===== src/rtl/bus_coherence_ctrl.sv =====
// rtl/bus_coherence_ctrl.sv - snooping bus coherence controller arbitrating CPUS caches onto one RAM port
module bus_coherence_ctrl #(
   parameter int CPUS      = 4,
   parameter int WORD_W    = 32,
   parameter int BLK_WORDS = 2
) (
   input  logic                     CLK,
   input  logic                     nRST,
   input  logic [CPUS-1:0]          iREN,
   input  logic [CPUS-1:0]          dREN,
   input  logic [CPUS-1:0]          dWEN,
   input  logic [CPUS-1:0]          cctrans,
   input  logic [CPUS-1:0]          ccwrite,
   input  logic [CPUS*WORD_W-1:0]   iaddr,
   input  logic [CPUS*WORD_W-1:0]   daddr,
   input  logic [CPUS*WORD_W-1:0]   dstore,
   output logic [CPUS-1:0]          iwait,
   output logic [CPUS-1:0]          dwait,
   output logic [CPUS*WORD_W-1:0]   iload,
   output logic [CPUS*WORD_W-1:0]   dload,
   output logic [CPUS-1:0]          ccwait,
   output logic [CPUS-1:0]          ccinv,
   output logic [CPUS*WORD_W-1:0]   ccsnoopaddr,
   output logic                     ramREN,
   output logic                     ramWEN,
   output logic [WORD_W-1:0]        ramaddr,
   output logic [WORD_W-1:0]        ramstore,
   input  logic [WORD_W-1:0]        ramload,
   input  logic [1:0]               ramstate
);
   localparam int               IDW       = (CPUS > 1) ? $clog2(CPUS) : 1;
   localparam logic [1:0]       ACCESS    = 2'b10;
   localparam logic [1:0]       LAST_BEAT = 2'(BLK_WORDS - 1);
   localparam logic [IDW-1:0]   PTR_RST   = IDW'(CPUS - 1);

   typedef enum logic [2:0] {IDLE, SNOOP, C2C, MEMRD, UPGR, WB, IFETCH} state_t;

   state_t           state, next_state;
   logic [IDW-1:0]   gnt, resp, rr_cc, rr_wb, rr_if;
   logic [1:0]       beat;
   logic [IDW:0]     pick_cc, pick_wb, pick_if, snoop_hit;   // {found, id}
   logic             access, done, beat_inc;
   logic [WORD_W-1:0] g_daddr, g_dstore, g_iaddr, s_daddr, s_dstore;

   // round-robin search starting one past the last grant of the class
   function automatic logic [IDW:0] rr_pick(input logic [CPUS-1:0] req, input logic [IDW-1:0] ptr);
      logic [IDW:0]   res;
      logic [IDW-1:0] idx;
      res = '0;
      for (int i = 1; i <= CPUS; i++) begin
         idx = IDW'((int'(ptr) + i) % CPUS);
         if (req[idx] && !res[IDW]) res = {1'b1, idx};
      end
      return res;
   endfunction

   assign access  = (ramstate == ACCESS);
   assign pick_cc = rr_pick(cctrans, rr_cc);
   assign pick_wb = rr_pick(dWEN & ~cctrans, rr_wb);
   assign pick_if = rr_pick(iREN, rr_if);

   assign g_daddr  = daddr[int'(gnt)*WORD_W +: WORD_W];
   assign g_dstore = dstore[int'(gnt)*WORD_W +: WORD_W];
   assign g_iaddr  = iaddr[int'(gnt)*WORD_W +: WORD_W];
   assign s_daddr  = daddr[int'(resp)*WORD_W +: WORD_W];
   assign s_dstore = dstore[int'(resp)*WORD_W +: WORD_W];

   // lowest-index snooper (not the requester) claiming a dirty copy
   always_comb begin
      snoop_hit = '0;
      for (int k = CPUS - 1; k >= 0; k--)
         if (ccwrite[k] && (IDW'(k) != gnt)) snoop_hit = {1'b1, IDW'(k)};
   end

   // state register
   always_ff @(posedge CLK) begin
      if (!nRST) state <= IDLE;
      else       state <= next_state;
   end

   // grant, responder, beat counter and round-robin pointers
   always_ff @(posedge CLK) begin
      if (!nRST) begin
         gnt   <= '0;
         resp  <= '0;
         beat  <= '0;
         rr_cc <= PTR_RST;
         rr_wb <= PTR_RST;
         rr_if <= PTR_RST;
      end else begin
         if (state == IDLE) begin
            beat <= '0;
            if (pick_cc[IDW])      gnt <= pick_cc[IDW-1:0];
            else if (pick_wb[IDW]) gnt <= pick_wb[IDW-1:0];
            else if (pick_if[IDW]) gnt <= pick_if[IDW-1:0];
         end
         if (state == SNOOP) begin
            resp <= snoop_hit[IDW-1:0];
            beat <= '0;
         end
         if (beat_inc) beat <= beat + 2'd1;
         if (done) begin
            case (state)
               C2C, MEMRD, UPGR: rr_cc <= gnt;
               WB:               rr_wb <= gnt;
               IFETCH:           rr_if <= gnt;
               default:          ;
            endcase
         end
      end
   end

   // next-state and output decode
   always_comb begin
      next_state  = state;
      done        = 1'b0;
      beat_inc    = 1'b0;
      iwait       = '1;
      dwait       = '1;
      ccwait      = '0;
      ccinv       = '0;
      ccsnoopaddr = '0;
      ramREN      = 1'b0;
      ramWEN      = 1'b0;
      ramaddr     = '0;
      ramstore    = '0;
      iload       = {CPUS{ramload}};
      dload       = {CPUS{ramload}};

      // snoopers stay stalled and see the requester's address for the whole coherent transaction
      if (state inside {SNOOP, C2C, MEMRD, UPGR}) begin
         for (int k = 0; k < CPUS; k++) begin
            if (IDW'(k) != gnt) begin
               ccwait[k] = 1'b1;
               ccinv[k]  = ccwrite[gnt];
               ccsnoopaddr[k*WORD_W +: WORD_W] = g_daddr;
            end
         end
      end

      case (state)
         IDLE: begin
            if (pick_cc[IDW])      next_state = SNOOP;
            else if (pick_wb[IDW]) next_state = WB;
            else if (pick_if[IDW]) next_state = IFETCH;
         end
         SNOOP: begin
            if (snoop_hit[IDW]) next_state = C2C;
            else if (dREN[gnt]) next_state = MEMRD;
            else                next_state = UPGR;
         end
         C2C: begin
            // dirty data goes to the requester and is written back to RAM in the same beat
            ramWEN   = 1'b1;
            ramaddr  = s_daddr;
            ramstore = s_dstore;
            dload[int'(gnt)*WORD_W +: WORD_W] = s_dstore;
            if (access) begin
               dwait[gnt]  = 1'b0;
               dwait[resp] = 1'b0;
               beat_inc    = 1'b1;
               if (beat == LAST_BEAT) begin
                  done       = 1'b1;
                  next_state = IDLE;
               end
            end
         end
         MEMRD: begin
            ramREN  = 1'b1;
            ramaddr = g_daddr;
            if (access) begin
               dwait[gnt] = 1'b0;
               beat_inc   = 1'b1;
               if (beat == LAST_BEAT) begin
                  done       = 1'b1;
                  next_state = IDLE;
               end
            end
         end
         UPGR: begin
            if (!cctrans[gnt]) begin
               done       = 1'b1;
               next_state = IDLE;
            end
         end
         WB: begin
            ramWEN   = 1'b1;
            ramaddr  = g_daddr;
            ramstore = g_dstore;
            if (access) begin
               dwait[gnt] = 1'b0;
               done       = 1'b1;
               next_state = IDLE;
            end
         end
         IFETCH: begin
            ramREN  = 1'b1;
            ramaddr = g_iaddr;
            if (access) begin
               iwait[gnt] = 1'b0;
               done       = 1'b1;
               next_state = IDLE;
            end
         end
         default: next_state = IDLE;
      endcase
   end
endmodule


===== config.mk =====
export PLATFORM = sky130hd
export DESIGN_NAME = bus_coherence_ctrl
export DESIGN_NICKNAME = d
export VERILOG_FILES = /design/src/rtl/bus_coherence_ctrl.sv
export SDC_FILE = /design/constraint.sdc
export NUM_CORES = 1
export LEC_CHECK = 0
export ABC_AREA = 1
export CAP_MARGIN = 20
export CORE_AREA = 3 3 349 351
export DETAILED_ROUTE_END_ITERATION = 10
export DIE_AREA = 0 0 352 354
export GPL_TIMING_DRIVEN = 0
export PLACE_DENSITY = 0.3
export SLEW_MARGIN = 30
export SYNTH_ARGS = -nofsm -noshare
export SYNTH_HDL_FRONTEND = slang
export SYNTH_SLANG_ARGS = --single-unit

===== constraint.sdc =====
create_clock -name CLK -period 3.6 [get_ports CLK]
set_input_delay 0.36 -clock CLK [delete_from_list [all_inputs] [get_ports CLK]]
set_output_delay 0.36 -clock CLK [all_outputs]
set_load 0.03 [all_outputs]

**Yosys cells after proc, flatten, opt, wreduce, memory -nomap -nowiden**

Index checks and enable logic that the tools add are counted.

- Magnitude comparators: 16
- Bitwise gates (word level): 5
- Reduce and logical (&&, ||, !) cells: 40
- Add/subtract/negate cells: 14
- Shift operators: 7
- Equal/unequal tests: 16
- Mux-type cells: 97

Operators with widths:

| kind | count |
|---|---|
| $shiftx 128x8->32 | 5 |
| $mux 128 | 2 |
| $bwmux 128 | 1 |
| $mux 32 | 4 |
| $shift 32x33->128 const A | 1 |
| $shiftx 32x33->128 | 1 |
| $pmux 32 s3 | 1 |
| $mux 3 | 25 |
| $pmux 32 s2 | 1 |
| $lt 2x3->1 const B | 14 |
| $neg 7->33 | 1 |
| $mux 1 | 32 |
| $bmux 1 s2 | 15 |
| $mux 4 | 5 |
| $logic_and 1x1->1 | 15 |
| $pmux 3 s5 | 1 |
| $add 2x1->2 const B | 7 |
| $add 2x2->2 const B | 6 |
| $mux 2 | 6 |
| $not 4->4 | 3 |
| $reduce_or 2->1 | 5 |
| $eq 3x3->1 const B | 3 |
| $logic_not 1->1 | 9 |
| $and 4x4->4 | 2 |
| 20 further kinds | 30 |

- Output and inout bits: 466
- Input port bits: 440
- Flip-flop bits (word level): 15

**Depth between registers and ports, before layout**

Gate-level depths: netlist of the first run.

- Word-level depth: 17
- Mapped depth: 16
- Gate-level depth less buffers: 13

**Worst setup path before layout of the first run**

No wires, ideal clock.

- Kind: flip-flop to output port
- Start point: reg gnt[0]
- End point: out dload[76]
- Slack: 0.492 ns
- Data required time: 3.240 ns
- Arrival: 2.748 ns
- Path buffers: 5
- Stages on the path, launching flop included: 12
- Cell sequence: dfxtp_1 > buf_2 > inv_1 > buf_2 > clkbuf_1 > buf_2 > ha_1 > inv_1 > nor2_8 > nand3_4 > buf_2 > o32ai_1

- Cells in the longest elaborated chain, start to end: 4
- Elaborated cells on any way between the ends: 5
- Those cells by class: add/sub (1); shift (2); mux (2)

Ends and longest elaborated chain:

| item | RTL line | RTL |
|---|---|---|
| from (decl) | 39 | `logic [IDW-1:0] gnt, resp, rr_cc, rr_wb, rr_if;` |
| from (signal assigned) | 93 | `if (pick_cc[IDW]) gnt <= pick_cc[IDW-1:0];` |
| from (signal assigned) | 94 | `else if (pick_wb[IDW]) gnt <= pick_wb[IDW-1:0];` |
| from (signal assigned) | 95 | `else if (pick_if[IDW]) gnt <= pick_if[IDW-1:0];` |
| $neg 7->33 * | 157 | `dload[int'(gnt)*WORD_W +: WORD_W] = s_dstore;` |
| $shiftx 32x33->128 / $shift 32x33->128 (equally long branches) | 157 |  |
| $bwmux 128 * | 157 |  |
| $mux 128 * | 141 | `case (state)` |
| to (decl) | 20 | `output logic [CPUS*WORD_W-1:0] dload,` |

Mark *: on every way between the ends. The rest lies on a longest branch, timed or not.

**Worst setup path after layout of the first run**

- Start point: reg gnt[0]
- End point: out dload[68]

Same word-level chain as after synthesis.

==> results.sh, run 1 <==
export IMPL_cts_inserted_buffers=3
export IMPL_core_area_um2=119300
export IMPL_netlist_area_um2=10080
export IMPL_seqPwrFrac_pct=1.7
export IMPL_rr_endpoint="state[2]"
export IMPL_synth_cell_types=46
export IMPL_r2r_cells=15
export IMPL_path_max_fanout=13
export IMPL_io_buffers=905
export IMPL_grt_usage_pct=19.86
export IMPL_antenna_found_initial=45
export IMPL_leakagePower_nw=8.966
export IMPL_dpl_instance_area_um2=21220
export IMPL_finalWeightedCongestion=0.8693
export IMPL_path_buf_inv=8
export IMPL_postRouteWirelength_um=131300
export IMPL_max_freq_ghz=0.2884
export IMPL_dr_pass1_iters=5
export IMPL_rsz0062_at_grt="false"
export IMPL_final_area_um2=21370
export IMPL_final_cell_mix="clkdlybuf4s50_1 (670), nand2_1 (498), nor2_1 (244), buf_4 (165), o21ai_0 (125)"
export IMPL_skew_ps=5.402
export IMPL_critPathKind="reg -> out"
export IMPL_nets=3222
export IMPL_slew_headroom_pct=23.73
export IMPL_min_to="beat[1]"
export IMPL_fin_crit_sh_pct=96.32
export IMPL_ys_ff_latch=15
export IMPL_holdPathStages=2
export IMPL_die_w_um=352
export IMPL_cp_top_family="buffers and inverters"
export IMPL_cp_arrival_ps=3110
export IMPL_switching_share_pct=69.56
export IMPL_htreeDepth=1
export IMPL_postRouteAntennaNets=0
export IMPL_crit_required_ps=3240
export IMPL_p_clk_share_pct=1.4
export IMPL_hpwlAfterDp_um=112300
export IMPL_layout_commonest_cell="clkdlybuf4s50_1"
export IMPL_yosysWarnings=0
export IMPL_drive_above_1_share_pct=17.82
export IMPL_die_y_um=354
export IMPL_worst_skew_pair_late_latency_ps=250
export IMPL_vias=17780
export IMPL_final_hold_viol_count=0
export IMPL_crit_slowest_cell="dfxtp_4"
export IMPL_clkTransAtPathRegs_ps=60
export IMPL_synth_cells=1851
export IMPL_wire_per_inst_um=29.83
export IMPL_path_cells="buf_8 > clkinvlp_4 > buf_12 > clkbuf_8 > buf_6 > ha_1 > inv_1 > nor2_8 > nand3_4 > buf_2 > o32ai_1 > clkdlybuf4s15_2"
export IMPL_synth_seq_area_share_pct=2.979
export IMPL_r2r_setup_slack_ps=680
export IMPL_tightest_slew_ps=1144
export IMPL_worstHoldStart="beat[1]"
export IMPL_num_io_pins=906
export IMPL_critPathLaunchType="flip-flop"
export IMPL_fin_util_pct=17.90
export IMPL_clockBufferDepth=2
export IMPL_grt_max_degree=14
export IMPL_outcome="complete, no violations"
export IMPL_dieArea_um2=124600
export IMPL_row_count=127
export IMPL_overflow=0
export IMPL_switchingPower_w=0.01158
export IMPL_avgSynthCellArea_um2=5.446
export IMPL_syn2layout_area_growth_pct=111.9
export IMPL_pwr_density_cell_nw_per_um2=779.1
export IMPL_combPwrFrac_pct=96.9
export IMPL_drv_cap=0
export IMPL_finalSetupViolCount=0
export IMPL_intPower_w=0.005067
export IMPL_drt_iter0_drc=1308
export IMPL_via_per_inst=4.039
export IMPL_hold_class="reg -> reg"
export IMPL_min_period_ps=3468
export IMPL_grt_pass1_wl_um=171300
export IMPL_grt_pass1_vias=18150
export IMPL_cpPeakStageDelay_ps=380
export IMPL_syn_num_nets=2300
export IMPL_fillCellCount=13880
export IMPL_drv_slew=0
export IMPL_r2r_start="gnt[0]"
export IMPL_ir_drop_mv=0.5043
export IMPL_cts_root_buffer="clkbuf_16"
export IMPL_cts_sinks=15
export IMPL_cts_tree="built"
export IMPL_drc=0
export IMPL_start_util_pct=8.448
export IMPL_holdBufCountCts=0
export IMPL_crit_path_end_kind="output pin"
==> flip-flops by register name, indices dropped and copies added (netlist names) <==
signal,cells
state,3
rr_if,2
resp,2
rr_cc,2
rr_wb,2
gnt,2
beat,2
==> per-stage QoR <==
step           instances  hold slack [ps]  worst slack, ps  TNS (ps)  power, W
6_report            4403            471.3            132.4         0   0.01665
5_1_grt             4391            500.3            7.506         0   0.01762
4_1_cts             4382            470.0           -4.839    -4.839   0.01699
3_5_place_dp        4373            459.3            -2194   -390570   0.01680
3_3_place_gp        4368            454.9            -2203   -425260   0.01685
2_1_floorplan       1851            440.4            491.5         0  0.008432
==> area by class of cell <==
cell class / instances / area [µm²] / area share [%]
multi-input cells: 1431 / 7787 / 36.45
clock buffers: 3 / 75.07 / 0.3514
well taps: 1612 / 2017 / 9.440
plain buffers: 287 / 1914 / 8.960
inverters: 118 / 455.4 / 2.132
flip-flops and latches: 15 / 307.8 / 1.441
diodes: 19 / 47.55 / 0.2225
clock inverters: 1 / 5.005 / 0.02342
repair buffers: 917 / 8756 / 40.98
==> Yosys cell counts (all sizes together) <==
cell type	n	area, µm²
a221oi	19	166.4
clkinv	2	7.510
xnor2	2	17.52
dfxtp	15	300.3
o2111ai	12	105.1
or2	1	6.260
o2bb2ai	2	17.52
nand3	58	307.8
clkbuf	62	232.7
inv	116	435.4
o22ai	141	1070
buf	225	1479
a32o	31	310.3
a211oi	2	15.01
a21oi	95	483.0
o32ai	32	287.8
nor2	256	1076
o21ai	127	646.9
nand4	4	40.04
a221o	19	190.2
a31oi	2	12.51
a22oi	63	473.0
o22a	1	8.760
nand3b	3	26.27
nand2	509	1936
ha	9	112.6
xor2	2	17.52
o211ai	38	285.3
nor3	3	15.01
==> per-layer routing <==
metal	wire (µm)	GRT usage (%)	share of wire, %
met4	2877	3.934	2.2
met1	52610	23.27	40
met2	67970	37.21	52
met5	116	0	0.088
met3	7750	3.864	5.9
==> power groups by stage <==
stage               Sequential, W  Clock (W)  Combinational (W)
floorplan                0.000241          0            0.00819
global placement         0.000269          0             0.0166
detailed placement       0.000270          0             0.0165
CTS                      0.000279   0.000237             0.0165
global route             0.000286   0.000246             0.0171
finish                   0.000280   0.000235             0.0161
==> worst reg2reg max path, cell delays in order, from the launching register on <==
cell and delay [ps]:
dfxtp_4 380, buf_8 170, clkinvlp_4 130, buf_12 200, clkbuf_8 210, buf_6 220, ha_1 190, buf_2 250
clkinv_4 180, nand2_1 150, nand2_1 60, nor2_1 220, nand2_1 100, o21ai_0 170, nand3_1 100, a21oi_1 130
==> worst max path at each step <==
stage	from	depth (start not counted)	slack (ps)	endpoint
floorplan	gnt[0]	11	490	dload[76]
global placement	gnt[0]	12	-2200	dload[113]
detailed placement	gnt[0]	12	-2190	dload[113]
CTS	gnt[0]	12	-5	dload[113]
global route	gnt[0]	8	8	ramaddr[2]
finish	gnt[0]	12	130	dload[68]
==> timing repair <==
action	in CTS	in global routing
endpoints found under the setup margin	339	148
resized for setup	653	103
pin swaps	4	1
cloned	0	0
buffers inserted	5	0
==> logic make-up after synthesis <==
logic type / count (synthesis) / share of synthesized area [%]
AOI/OAI and AO/OA: 584 / 40.39
buffers and inverters: 405 / 21.37
xor gates and xnor gates: 4 / 0.3476
and+or+nand+nor: 834 / 33.80
DFF: 15 / 2.979
adders and majority gates: 9 / 1.117
Power figures use the tool's default switching activity.
==> run 2: changes to the inputs <==
--- a/config.mk
+++ b/config.mk
@@ -8,6 +8,7 @@
 export ABC_AREA = 1
 export CAP_MARGIN = 20
 export CORE_AREA = 3 3 349 351
+export CTS_CLUSTER_SIZE = 10
 export DETAILED_ROUTE_END_ITERATION = 10
 export DIE_AREA = 0 0 352 354
 export GPL_TIMING_DRIVEN = 0
==> results of run 2 <==
The final DEF is identical to that of run 1; final timing and power are the same.
